## config.mk

```make
export PLATFORM = sky130hd
export DESIGN_NAME = tff_count_ctrl
export DESIGN_NICKNAME = d
export VERILOG_FILES = /design/src/rtl/tff_count_ctrl.sv
export SDC_FILE = /design/constraint.sdc
export NUM_CORES = 1
export LEC_CHECK = 0
export CORE_MARGIN = 4
export CORE_UTILIZATION = 43
export DETAILED_ROUTE_END_ITERATION = 7
export PLACE_DENSITY = 0.85
export REMOVE_ABC_BUFFERS = 1
export SLEW_MARGIN = 20
export SYNTH_ARGS = -nofsm -noshare
export SYNTH_HDL_FRONTEND = slang
export SYNTH_SLANG_ARGS = --single-unit
```

## constraint.sdc

```tcl
create_clock -name clk -period 1.55 [get_ports clk]
set_input_delay 0.31 -clock clk [delete_from_list [all_inputs] [get_ports clk]]
set_output_delay 0.31 -clock clk [all_outputs]
set_load 0.01 [all_outputs]
```

## src/rtl/tff_count_ctrl.sv

```systemverilog
// rtl/tff_count_ctrl.sv - toggle-vector sequencer driving a T flip-flop bank as a loadable up/down counter
//
// One run per start/done handshake: the bank is loaded with a start value and then
// stepped up or down, one step per cycle, until it equals a terminal value.
//
// Ports:
//   clk       rising-edge clock
//   clr       synchronous active-high reset
//   start     run request, sampled only in IDLE
//   up        direction latched at start (1 = up, 0 = down)
//   hold      live pause while counting
//   load_val  start value latched at start
//   limit     terminal value latched at start
//   t         toggle vector applied to the bank this cycle (combinational)
//   q         bank state (registered)
//   busy      high whenever not IDLE
//   done      one-cycle pulse while in DONE
module tff_count_ctrl #(
    parameter int WIDTH = 4
) (
    input  logic             clk,
    input  logic             clr,
    input  logic             start,
    input  logic             up,
    input  logic             hold,
    input  logic [WIDTH-1:0] load_val,
    input  logic [WIDTH-1:0] limit,
    output logic [WIDTH-1:0] t,
    output logic [WIDTH-1:0] q,
    output logic             busy,
    output logic             done
);

    typedef enum logic [1:0] {
        S_IDLE,
        S_LOAD,
        S_COUNT,
        S_DONE
    } state_t;

    state_t           state;
    state_t           state_n;
    logic             up_r;
    logic [WIDTH-1:0] ld_r;
    logic [WIDTH-1:0] lim_r;
    logic [WIDTH-1:0] t_up;
    logic [WIDTH-1:0] t_dn;

    // Bit i toggles when every lower bit is 1 (increment) or every lower bit
    // is 0 (decrement); built as a ripple of the running AND.
    always_comb begin
        t_up    = '0;
        t_dn    = '0;
        t_up[0] = 1'b1;
        t_dn[0] = 1'b1;
        for (int i = 1; i < WIDTH; i++) begin
            t_up[i] = t_up[i-1] & q[i-1];
            t_dn[i] = t_dn[i-1] & ~q[i-1];
        end
    end

    always_comb begin
        state_n = state;
        t       = '0;
        case (state)
            S_IDLE: begin
                if (start) begin
                    state_n = S_LOAD;
                end
            end
            S_LOAD: begin
                // Toggle exactly the bits that differ so the bank lands on ld_r.
                t       = q ^ ld_r;
                state_n = S_COUNT;
            end
            S_COUNT: begin
                // Reaching the limit wins over hold so a held run still finishes.
                if (q == lim_r) begin
                    state_n = S_DONE;
                end else if (!hold) begin
                    t = up_r ? t_up : t_dn;
                end
            end
            S_DONE: begin
                state_n = S_IDLE;
            end
            default: begin
                state_n = S_IDLE;
            end
        endcase
    end

    always_ff @(posedge clk) begin
        if (clr) begin
            state <= S_IDLE;
            q     <= '0;
            up_r  <= 1'b0;
            ld_r  <= '0;
            lim_r <= '0;
        end else begin
            state <= state_n;
            q     <= q ^ t;
            if (state == S_IDLE && start) begin
                up_r  <= up;
                ld_r  <= load_val;
                lim_r <= limit;
            end
        end
    end

    assign busy = (state != S_IDLE);
    assign done = (state == S_DONE);

endmodule

```

==> metrics.cfg <==
[finish]
post_layout_nonfiller_instances = 194
final-seq-area_sq_um = 319
finalNetCount = 185
fraction_of_layout_instances_using_a_drive_strength_above_1_pct = 46.1
antenna_cells_inserted = 0
area_growth_pct = 69.3
multi_input_gate_area_sq_um = 689
filler_cells = 99

[worst_setup_path]
worstReg2RegStart = q[3]
critical-path-top-delay-family = buffers and inverters
path_max_fanout = 3
reg2regPathDepth = 8
required_time_worst_endpoint_ns = 1.24
setup.worst_path.start_class = register
regToRegSetupSlack_ns = -0.24
worst_setup_path_endpoint = t[2]
critical_path_depth = 8
timing.critical_path.slowest_cell_delay_ns = 0.35
criticalPathCategory = reg2out
critPathCaptureType = output port
slowest_stage = dfxtp_2
critical_path.reg2reg.endpoint = q[2]
cp.buffers_inverters = 3
critPathLaunch = state[0]
worst-endpoint-arrival_ns = 1.67
cells_along_the_critical_path = inv_4 -> ha_4 -> nand2b_4 -> a41oi_4 -> buf_6 -> a22oi_1 -> nor2_1 -> buf_2

[yosys]
syn_area_per_cell_sq_um = 8.41
synth.yosys.seq_area_share_pct = 31.9
netlist_area_sq_um = 942
synth.yosys.warnings = 0
ys_ff_latch = 15
share_of_async_settable_or_async_resettable_flops_after_synthesis_pct = 0
dominantRegCellSynth = dfxtp_1
synthDominantAreaCellType = dfxtp_1
synth_top_cells_by_area = dfxtp_1 (32%), a21oi_1 (6.4%), nand3_1 (6.4%)
number_of_flops_mapped_to_enable_cells_by_yosys = 0
ys_types = 32
fraction_of_synthesized_cell_area_taken_by_the_top_area_cell_type_pct = 31.9
postSynthCellCount = 112

[clocking]
cts_inserted_buffers = 3
clock_insertion_delay_worst_skew_ns = 0.28
ctsHoldBuffers = 0
htree_levels = 1
cts_num_sinks = 15
tritoncts = built
cts_buffer_depth = 2
clk_pin_slew_ns = 0.09
root_buffer = clkbuf_4

[detailed_routing]
route.detailed.drc = 0
detailedRoute.firstPassIterationCount = 4
ant_nets = 0
dr_total_vias = 1098
avgViaCountPerCell = 5.66
drt_iter0_drc = 47
wirelength_um = 3550
detail_route.wl_per_cell_um = 18.3

[placed_design]
placement.io_buffers = 22
detailed_place_hpwl_um = 2100
gpl.final_weighted_congestion = 0.906
placed_cells = 180

[timing]
finalMaxSlewViolations = 0
slew_of_the_pin_with_the_lowest_slew_margin_ns = 0.365
setup_viol = 8
finalSetupTns_ns = -1.87
relSlewSlack_pct = 75.7
min_period_ns = 1.98
unrepaired_setup_endpoints_after_global_routing = yes
max_clock_skew_ns = 0.000991
setup_ws_ns = -0.432
post-route-period-util_pct = 128
timing.fmax_mhz = 505
hold_violations = 0

[floorplanning]
die_w_um = 54.8
core.rowCount = 16
placeableCoreArea_sq_um = 2020
dieArea_sq_um = 3000
floorplan.die.height_um = 54.8
start_util_pct = 46.6
top_level_ports = 23

[power_and_ir_drop]
power-per-cell-area_nw_per_um2 = 1350
max-vdd-ir-drop_mv = 0.897
power.static_leakage_nw = 0.665

[grt]
track_usage_pct = 22.3
antenna_found_initial = 0
grt.overflow.total = 0
largest_net_degree_at_the_start_of_global_routing = 12
first_global_vias = 1015
grt_first_pass_wirelength_um = 4800

[run_status]
outcome = finished, violations left
violations_in_the_final_reports = setup timing

[run]
max_cap_violations = 0

[min_path]
min_path_type = reg2reg

## synth_stat cells (2+ instances only)
library cell   n
nand2_1       14
nand4_1        2
nand3_1       12
a221oi_1       2
xnor2_2        3
nor2_1         4
dfxtp_1       15
clkbuf_1       4
o21ai_0        4
inv_1          8
a21oi_1       12
a22o_1         2
nand2b_1       2
xor2_1         3
xnor2_1        3
ha_1           4
a22oi_1        2
a311oi_1       2
## report_power, final
group / total [W] / switching, W / leakage, nW / internal, W
clock network: 0.000233 / 0.000133 / 0.0150 / 0.0000999
registers: 0.000585 / 0.000110 / 0.127 / 0.000475
logic: 0.00133 / 0.000668 / 0.523 / 0.000661
total: 0.00215 / 0.000911 / 0.665 / 0.00124
## worst min-delay path by stage
stage                  start  slack (ns)  endpoint  cells past startpoint
floorplan                clr        0.38   ld_r[0]                      1
global placement    lim_r[3]        0.47  lim_r[3]                      2
detailed placement  lim_r[3]        0.48  lim_r[3]                      2
CTS                 lim_r[3]        0.51  lim_r[3]                      2
global route        lim_r[0]        0.53  lim_r[0]                      2
finish              lim_r[2]        0.51  lim_r[2]                      2
## through the flow
stage | worst slack [ns] | instance area [sq um] | hold WS, ns | util, % | power [W]
global route | -0.466 | 1600 | 0.533 | 78.9 | 0.00225
global placement | -0.702 | 1360 | 0.465 | 67.0 | 0.00152
floorplan | -0.0599 | 898 | 0.379 | - | 0.00107
detailed placement | -0.723 | 1360 | 0.475 | 67.0 | 0.00158
CTS | -0.320 | 1490 | 0.509 | 73.6 | 0.00189
finish | -0.432 | 1600 | 0.510 | 78.9 | 0.00215
## registers in the layout, summed over array words and instances, names as in the netlist
signal and count:
lim_r 4, ld_r 4, state 2, q 4, up_r 1
## layout by cell type, fill, tap and decap left out, drive strengths merged, types with 2 or more instances in the layout
master         instances
a311oi                 2
o21ai                  4
a22oi                  2
nand4                  2
dlygate4sd2            4
a21oi                 12
nand3                 13
nand2                 14
clkdlybuf4s50         12
dfxtp                 15
xor2                   3
inv                    8
nor2                   4
buf                   41
a22o                   2
nand2b                 2
a221oi                 2
xnor2                  6
ha                     4
clkbuf                 5
## routing by layer
metal | vias to the layer above | wire [um] | track usage, %
met2 | 52 | 1820 | 39.4
li1 | 514 | - | -
met5 | - | 0 | 0
met1 | 526 | 1530 | 27.2
met4 | 0 | 38 | 8.30
met3 | 6 | 165 | 2.72
## area by class of cell
type / instances / area share, %
repair buffers: 59 / 31.0
well taps: 27 / 2.12
inverters: 8 / 2.04
flip-flops and latches: 15 / 20.0
multi-input cells: 81 / 43.2
clock buffers: 4 / 1.65
## worst register-to-register path: cells and delay by family, from the launching register on
| family | cells | cell delay, ns |
|---|---|---|
| flops | 1 | 0.35 |
| compound gates | 3 | 0.62 |
| xor+xnor | 1 | 0.23 |
| buf+inv | 4 | 0.50 |
## kinds of logic after synthesis
logic type,share of synthesized area (%)
multiplexers,2.66
XOR/XNOR,10.8
AND/OR/NAND/NOR,17.9
adder cells (fa/ha/maj),5.31
flip-flops,31.9
AO/OA/AOI/OAI,23.6
buffers and inverters,7.83
## repair_timing
action                                  in CTS  in global routing
endpoints found under the setup margin      13                 10
resized for setup                           45                 23
setup buffers                                6                  6
pin swaps                                    8                 12
Power figures use the tool's default switching activity.
